===== src/rtl/state_replay_feeder_pkg.sv =====
// Shared constants and width helpers for the State0/State1 feeder and its replay FIFO.
package state_replay_feeder_pkg;

    // Legal values of the BURST parameter.
    localparam string BurstYes = "yes";
    localparam string BurstNo  = "no";

    // Width of one packed sample vector.
    function automatic int unsigned vecWidth(input int unsigned np, input int unsigned wv);
        return np * wv;
    endfunction

    // Width of an occupancy counter that can hold the value depth itself.
    function automatic int unsigned countWidth(input int unsigned depth);
        return $clog2(depth) + 1;
    endfunction

endpackage


===== src/rtl/replay_fifo.sv =====
// In-order circular FIFO with a first-word-fall-through output register.
// The caller must only push while oCount < DEPTH; oCount includes the entry held
// in the output register.
module replay_fifo
    import state_replay_feeder_pkg::*;
#(
    parameter int unsigned DEPTH = 4,
    parameter int unsigned W     = 40,
    parameter string       BURST = "yes"
) (
    input  logic                         iClk,
    input  logic                         iRst,
    input  logic                         iPushValid,
    input  logic [W-1:0]                 iPushData,
    output logic                         oValid,
    input  logic                         iReady,
    output logic [W-1:0]                 oData,
    output logic [countWidth(DEPTH)-1:0] oCount
);

    localparam int unsigned PW    = $clog2(DEPTH);
    localparam int unsigned CW    = countWidth(DEPTH);
    localparam bit          Burst = (BURST == BurstYes);

    logic [W-1:0]  mem [DEPTH];
    logic [PW-1:0] rdPtrQ, rdPtrD;
    logic [PW-1:0] wrPtrQ, wrPtrD;
    logic [CW-1:0] countQ, countD;
    logic [CW-1:0] ramCount;
    logic          outValidQ, outValidD;
    logic [W-1:0]  outDataQ, outDataD;
    logic          ramEmpty;
    logic          outFree;
    logic          pop;
    logic          load;
    logic          bypass;
    logic          ramWrite;

    // Decide output-register reload, buffer read/write and the next occupancy.
    always_comb begin
        ramCount = countQ - {{(CW-1){1'b0}}, outValidQ};
        ramEmpty = (ramCount == '0);
        pop      = outValidQ & iReady;
        // Without burst, a register drained this edge cannot be reloaded this edge.
        outFree  = !outValidQ | (Burst & iReady);
        load     = outFree & (!ramEmpty | iPushValid);
        // Empty buffer: the pushed word goes straight to the output register.
        bypass   = load & ramEmpty & iPushValid;
        ramWrite = iPushValid & !bypass;

        rdPtrD    = (load && !ramEmpty) ? rdPtrQ + PW'(1) : rdPtrQ;
        wrPtrD    = ramWrite ? wrPtrQ + PW'(1) : wrPtrQ;
        outValidD = outValidQ;
        outDataD  = outDataQ;
        if (load) begin
            outValidD = 1'b1;
            outDataD  = ramEmpty ? iPushData : mem[rdPtrQ];
        end else if (pop) begin
            outValidD = 1'b0;
        end

        countD = countQ;
        if (iPushValid && !pop) begin
            countD = countQ + CW'(1);
        end else if (!iPushValid && pop) begin
            countD = countQ - CW'(1);
        end
    end

    // Pointer, count and output register state.
    always_ff @(posedge iClk or negedge iRst) begin
        if (!iRst) begin
            rdPtrQ    <= '0;
            wrPtrQ    <= '0;
            countQ    <= '0;
            outValidQ <= 1'b0;
            outDataQ  <= '0;
        end else begin
            rdPtrQ    <= rdPtrD;
            wrPtrQ    <= wrPtrD;
            countQ    <= countD;
            outValidQ <= outValidD;
            outDataQ  <= outDataD;
        end
    end

    // Entry storage; contents are don't-care until written, so no reset.
    always_ff @(posedge iClk) begin
        if (ramWrite) begin
            mem[wrPtrQ] <= iPushData;
        end
    end

    assign oValid = outValidQ;
    assign oData  = outDataQ;
    assign oCount = countQ;

endmodule


===== src/rtl/state_replay_feeder.sv =====
// Forwards host samples as State0 and, in training mode, replays them in order as State1.
module state_replay_feeder
    import state_replay_feeder_pkg::*;
#(
    parameter int unsigned NP    = 8,
    parameter int unsigned WV    = 5,
    parameter int unsigned DEPTH = 4,
    parameter string       BURST = "yes"
) (
    input  logic                         iCLK,
    input  logic                         iRST,
    input  logic                         iMode,
    input  logic                         iValid_AM_Sample,
    output logic                         oReady_AM_Sample,
    input  logic [vecWidth(NP, WV)-1:0]  iData_AM_Sample,
    output logic                         oValid_BM_State0,
    input  logic                         iReady_BM_State0,
    output logic [vecWidth(NP, WV)-1:0]  oData_BM_State0,
    output logic                         oValid_BM_State1,
    input  logic                         iReady_BM_State1,
    output logic [vecWidth(NP, WV)-1:0]  oData_BM_State1,
    output logic [countWidth(DEPTH)-1:0] oCount
);

    localparam int unsigned VW    = vecWidth(NP, WV);
    localparam int unsigned CW    = countWidth(DEPTH);
    localparam bit          Burst = (BURST == BurstYes);

    logic          s0ValidQ, s0ValidD;
    logic [VW-1:0] s0DataQ, s0DataD;
    logic          s0Free;
    logic          accept;
    logic          push;
    logic [CW-1:0] fifoCount;

    // Acceptance handshake; the full check uses the count before any same-cycle pop.
    always_comb begin
        s0Free           = !s0ValidQ | (Burst & iReady_BM_State0);
        oReady_AM_Sample = s0Free & (!iMode | (fifoCount < CW'(DEPTH)));
        accept           = iValid_AM_Sample & oReady_AM_Sample;
        push             = accept & iMode;
    end

    // State0 register next state: load on accept, clear on drain.
    always_comb begin
        s0ValidD = s0ValidQ;
        s0DataD  = s0DataQ;
        if (accept) begin
            s0ValidD = 1'b1;
            s0DataD  = iData_AM_Sample;
        end else if (s0ValidQ && iReady_BM_State0) begin
            s0ValidD = 1'b0;
        end
    end

    // State0 output register.
    always_ff @(posedge iCLK or negedge iRST) begin
        if (!iRST) begin
            s0ValidQ <= 1'b0;
            s0DataQ  <= '0;
        end else begin
            s0ValidQ <= s0ValidD;
            s0DataQ  <= s0DataD;
        end
    end

    replay_fifo #(
        .DEPTH (DEPTH),
        .W     (VW),
        .BURST (BURST)
    ) uReplayFifo (
        .iClk       (iCLK),
        .iRst       (iRST),
        .iPushValid (push),
        .iPushData  (iData_AM_Sample),
        .oValid     (oValid_BM_State1),
        .iReady     (iReady_BM_State1),
        .oData      (oData_BM_State1),
        .oCount     (fifoCount)
    );

    assign oValid_BM_State0 = s0ValidQ;
    assign oData_BM_State0  = s0DataQ;
    assign oCount           = fifoCount;

endmodule

===== config.mk =====
export PLATFORM = sky130hd
export DESIGN_NAME = state_replay_feeder
export DESIGN_NICKNAME = d
export VERILOG_FILES = /design/src/rtl/state_replay_feeder_pkg.sv /design/src/rtl/replay_fifo.sv /design/src/rtl/state_replay_feeder.sv
export SDC_FILE = /design/constraint.sdc
export NUM_CORES = 1
export LEC_CHECK = 0
export ABC_CLOCK_PERIOD_IN_PS = 2300
export BUFFER_PORTS_ARGS = -buffer_cell sky130_fd_sc_hd__buf_2
export CAP_MARGIN = 20
export CORE_MARGIN = 4
export CORE_UTILIZATION = 51
export DETAILED_ROUTE_END_ITERATION = 12
export PLACE_DENSITY_LB_ADDON = 0.15
export SETUP_SLACK_MARGIN = 0.15
export SLEW_MARGIN = 20
export SYNTH_ARGS = -nofsm -noshare
export SYNTH_HDL_FRONTEND = slang
export SYNTH_SLANG_ARGS = --single-unit

===== constraint.sdc =====
create_clock -name iCLK -period 2.3 [get_ports iCLK]
set_input_delay 0.115 -clock iCLK [delete_from_list [all_inputs] [get_ports iCLK]]
set_output_delay 0.115 -clock iCLK [all_outputs]
set_load 0.05 [all_outputs]

==> run summary <==
Run status: finished clean
Most instantiated cells after synthesis: 160 x edfxtp_1, 89 x dfrtp_1, 42 x mux2_2
Initial core utilization: 52.56%
Largest cells by area after synthesis: edfxtp_1 50%, dfrtp_1 23%, mux4_2 9.4%
DRT iter0 DRCs: 285
Footprint of the multi-input gates: 0.002444 mm2
FFs w/ async S/R, synth: 35.74%
CTS tree: yes
ANT nets after route: 0
Simple-gate share of the synthesized area: 3.687%
Setup Slack @ Placement: 0.03113 ns
Number of synthesis warnings: 0
Num ports: 132
WL per Instance: 21.12 um
Peak VDD IR: 0.6940 mV
Post-synth EDFFs: 160
Compound-cell area share of the yosys netlist: 5.081%
Post-CTS setup buffers: 0
Die Ht: 145.2 um
Max FO, Critical Path: 11
Count leader, synth: edfxtp_1
Drt pass-1 iters: 4
Final worst setup slack: 0.2154 ns
Main synth FF type: edfxtp_1
Mux share of post-synthesis cell area: 14.31%
Critical path class: flip-flop to flip-flop
Worst Path Arrival: 2.31 ns
First-pass GRT wire length: 30750 um
Register area share after synthesis: 73.22%
Setup Skew: 0.01851 ns
Clock Pin Slew Worst Setup and Hold Paths: 0.06 ns
Power per cell area: 1420 mW/mm2
Antenna cells: 0
Fin. max-slew vios: 0
Largest net degree at the start of global routing: 47
Initial antenna violation count: 0
Synth Net Count: 531
Max Cap Viol: 0
DRC viols: 0
Fin area: 0.01185 mm2
Vias in the first global route: 5568
Synth-to-layout area growth: 23.40%
Leakage: 4.391 nW
Netlist cell types: 27
Tcrit/Tclk final: 90.63%
CP startpoint kind: flip-flop
Sequential cell area: 0.007039 mm2
CTS sink cnt: 249
Headroom to the max-slew limit: 56.26%
Nets@finish: 718
Netlist Area Pre-Place: 0.009603 mm2
Gr usage total: 17.94%
Congestion Overflow GR: 0
FMAX: 479.7 MHz
Worst Tran Pin Value: 0.6562 ns
Die width: 145.2 um
H-tree levels: 1
Share of cells above drive strength 1: 46.64%
Post-Synthesis Cells: 478
Largest family of logic cells by synthesized area: multiplexers
CTS max path bufs: 3
Placed cell area: 0.01051 mm2
#FFs+latches synth: 249
Vias: 5112
Yosys top cell by area: edfxtp_1
Met3 usage: 3.181%
Hold Fails Final Rpt: 0
Final setup vio count: 0
Via/cell ratio: 5.599
Core Box Area: 0.01827 mm2
Die area: 0.02109 mm2
Root Driver: clkbuf_16
Min-delay worst type: input pin to flip-flop
Adder-Cell Fraction of Synth Area: 0.9902%
Area share of the largest cell type after synthesis: 50.03%
Pwr Total: 16.83 mW
Syn Area/Cell: 20.09 um2
Hold Crit Depth: 4
R2R cell count: 6
Synth Area in XOR/XNOR: 0.6384%
Setup TNS: 0 ns
Cell Rows: 49
Fillcell total: 1279
Clk Latency, worst-skew pair: 0.52 ns
Data required, critical path: 2.52 ns
Total Wirelength: 19280 um
Met1 Use GR: 23.91%
CTS buffer count: 25
Final min period: 2.085 ns
Count of buffers from port buffering: 131
Worst Setup End Kind: flip-flop
GPL Wtd Cong: 0.7195
M2 GR Usage: 31.29%
GRT Max-Usage Layer: met2
HPWL Detailed: 10780 um
Unrepaired setup endpoints after global routing: yes
## registers in the layout (all words and copies together), names as in the netlist
| register | count |
|---|---|
| uReplayFifo.oValid | 1 |
| uReplayFifo.oCount | 3 |
| oValid_BM_State0 | 1 |
| uReplayFifo.rdPtrQ | 2 |
| uReplayFifo.oData | 40 |
| oData_BM_State0 | 40 |
| uReplayFifo.wrPtrQ | 2 |
| uReplayFifo.mem | 160 |
## metrics by stage
stage | instances | utilization, % | hold slack (ns)
floorplan | 478 | - | -0.1806
global placement | 820 | 57.51 | 0.1836
detailed placement | 820 | 57.51 | 0.1819
CTS | 908 | 64.62 | 0.06998
global route | 913 | 64.86 | 0.1221
finish | 913 | 64.86 | 0.09628
## critical path, cell delays in order, from the launching register on
cell     delay, ns
dfrtp_2       0.40
inv_1         0.05
ha_1          0.25
nor2b_1       0.25
nand2_1       0.15
o21a_2        0.34
and2_2        0.35
## cell families after synthesis
group                    count (synthesis)
AO/OA/AOI/OAI                           44
XOR/XNOR                                 7
adder cells (fa/ha/maj)                  7
buffers and inverters                   31
flip-flops                             249
multiplexers                            82
AND/OR/NAND/NOR                         58
## where the power goes
group          internal [mW]  leakage (nW)  switching, mW  total, mW
clock                   2.62         0.419           1.59       4.21
combinational           2.34          1.52           4.10       6.44
sequential              5.69          2.45          0.495       6.18
total                   10.6          4.39           6.18       16.8
## final timing paths
path | endpoint | from | slack [ns]
max in group asynchronous | oData_BM_State0[37]$_DFFE_PN0N_ | iRST | 1.48
max | uReplayFifo.mem[0][24]$_DFFE_PP_ | uReplayFifo.oCount[0]$_DFFE_PN0P_ | 0.22
min reg2reg | oData_BM_State0[11]$_DFFE_PN0N_ | oData_BM_State0[11]$_DFFE_PN0N_ | 0.50
min | uReplayFifo.oCount[0]$_DFFE_PN0P_ | iReady_BM_State1 | 0.1
max reg2reg | uReplayFifo.mem[0][24]$_DFFE_PP_ | uReplayFifo.oCount[0]$_DFFE_PN0P_ | 0.22
min in group asynchronous | oData_BM_State0[28]$_DFFE_PN0N_ | iRST | 0.18
## final cells by class
type                       instances  area share (%)
multi-input combinational        203           20.62
inverter                           5          0.1584
timing repair buffer             181           10.03
clock inverter                     9           1.288
clock buffer                      37           6.082
sequential                       249           59.40
tap                              229           2.418
## placed cells by master, fill, tap and decap left out
cell / n
a21o_4: 1
a21oi_2: 1
and2_2: 1
and2_4: 8
buf_12: 4
buf_2: 130
buf_4: 5
bufinv_16: 4
clkbuf_1: 7
clkbuf_16: 25
clkbuf_8: 5
clkinv_1: 1
clkinv_2: 1
clkinvlp_4: 2
dfrtp_1: 85
dfrtp_2: 3
dfrtp_4: 1
dlygate4sd3_1: 42
edfxtp_1: 160
fa_1: 1
ha_1: 6
inv_1: 5
inv_6: 1
mux2_2: 42
mux4_2: 40
nand2_1: 3
nand2_2: 1
nand2b_1: 1
nand3_2: 1
nor2_1: 3
nor2b_1: 3
nor3_4: 1
o21a_2: 1
o21ba_4: 1
o221a_2: 40
or2_0: 38
or2_1: 2
or3_1: 1
xnor2_1: 4
xor2_1: 3
## metal layers
layer  wire length, um  share of wire [%]  up-vias
li1                  -                  -     2285
met1              8117                 42     2664
met2             10050                 52      134
met3               815                4.2       29
met4               297                1.5        0
met5                 0                  0        -
## timing repair
action | in CTS | in global routing
endpoints found under the hold margin | 286 | 0
endpoints found under the setup margin | 200 | 161
cloned | 0 | 5
pin swaps | 3 | 7
gates resized for setup | 1 | 5
hold buffers | 42 | 0
No activity file was read; power rests on OpenSTA's default activity.
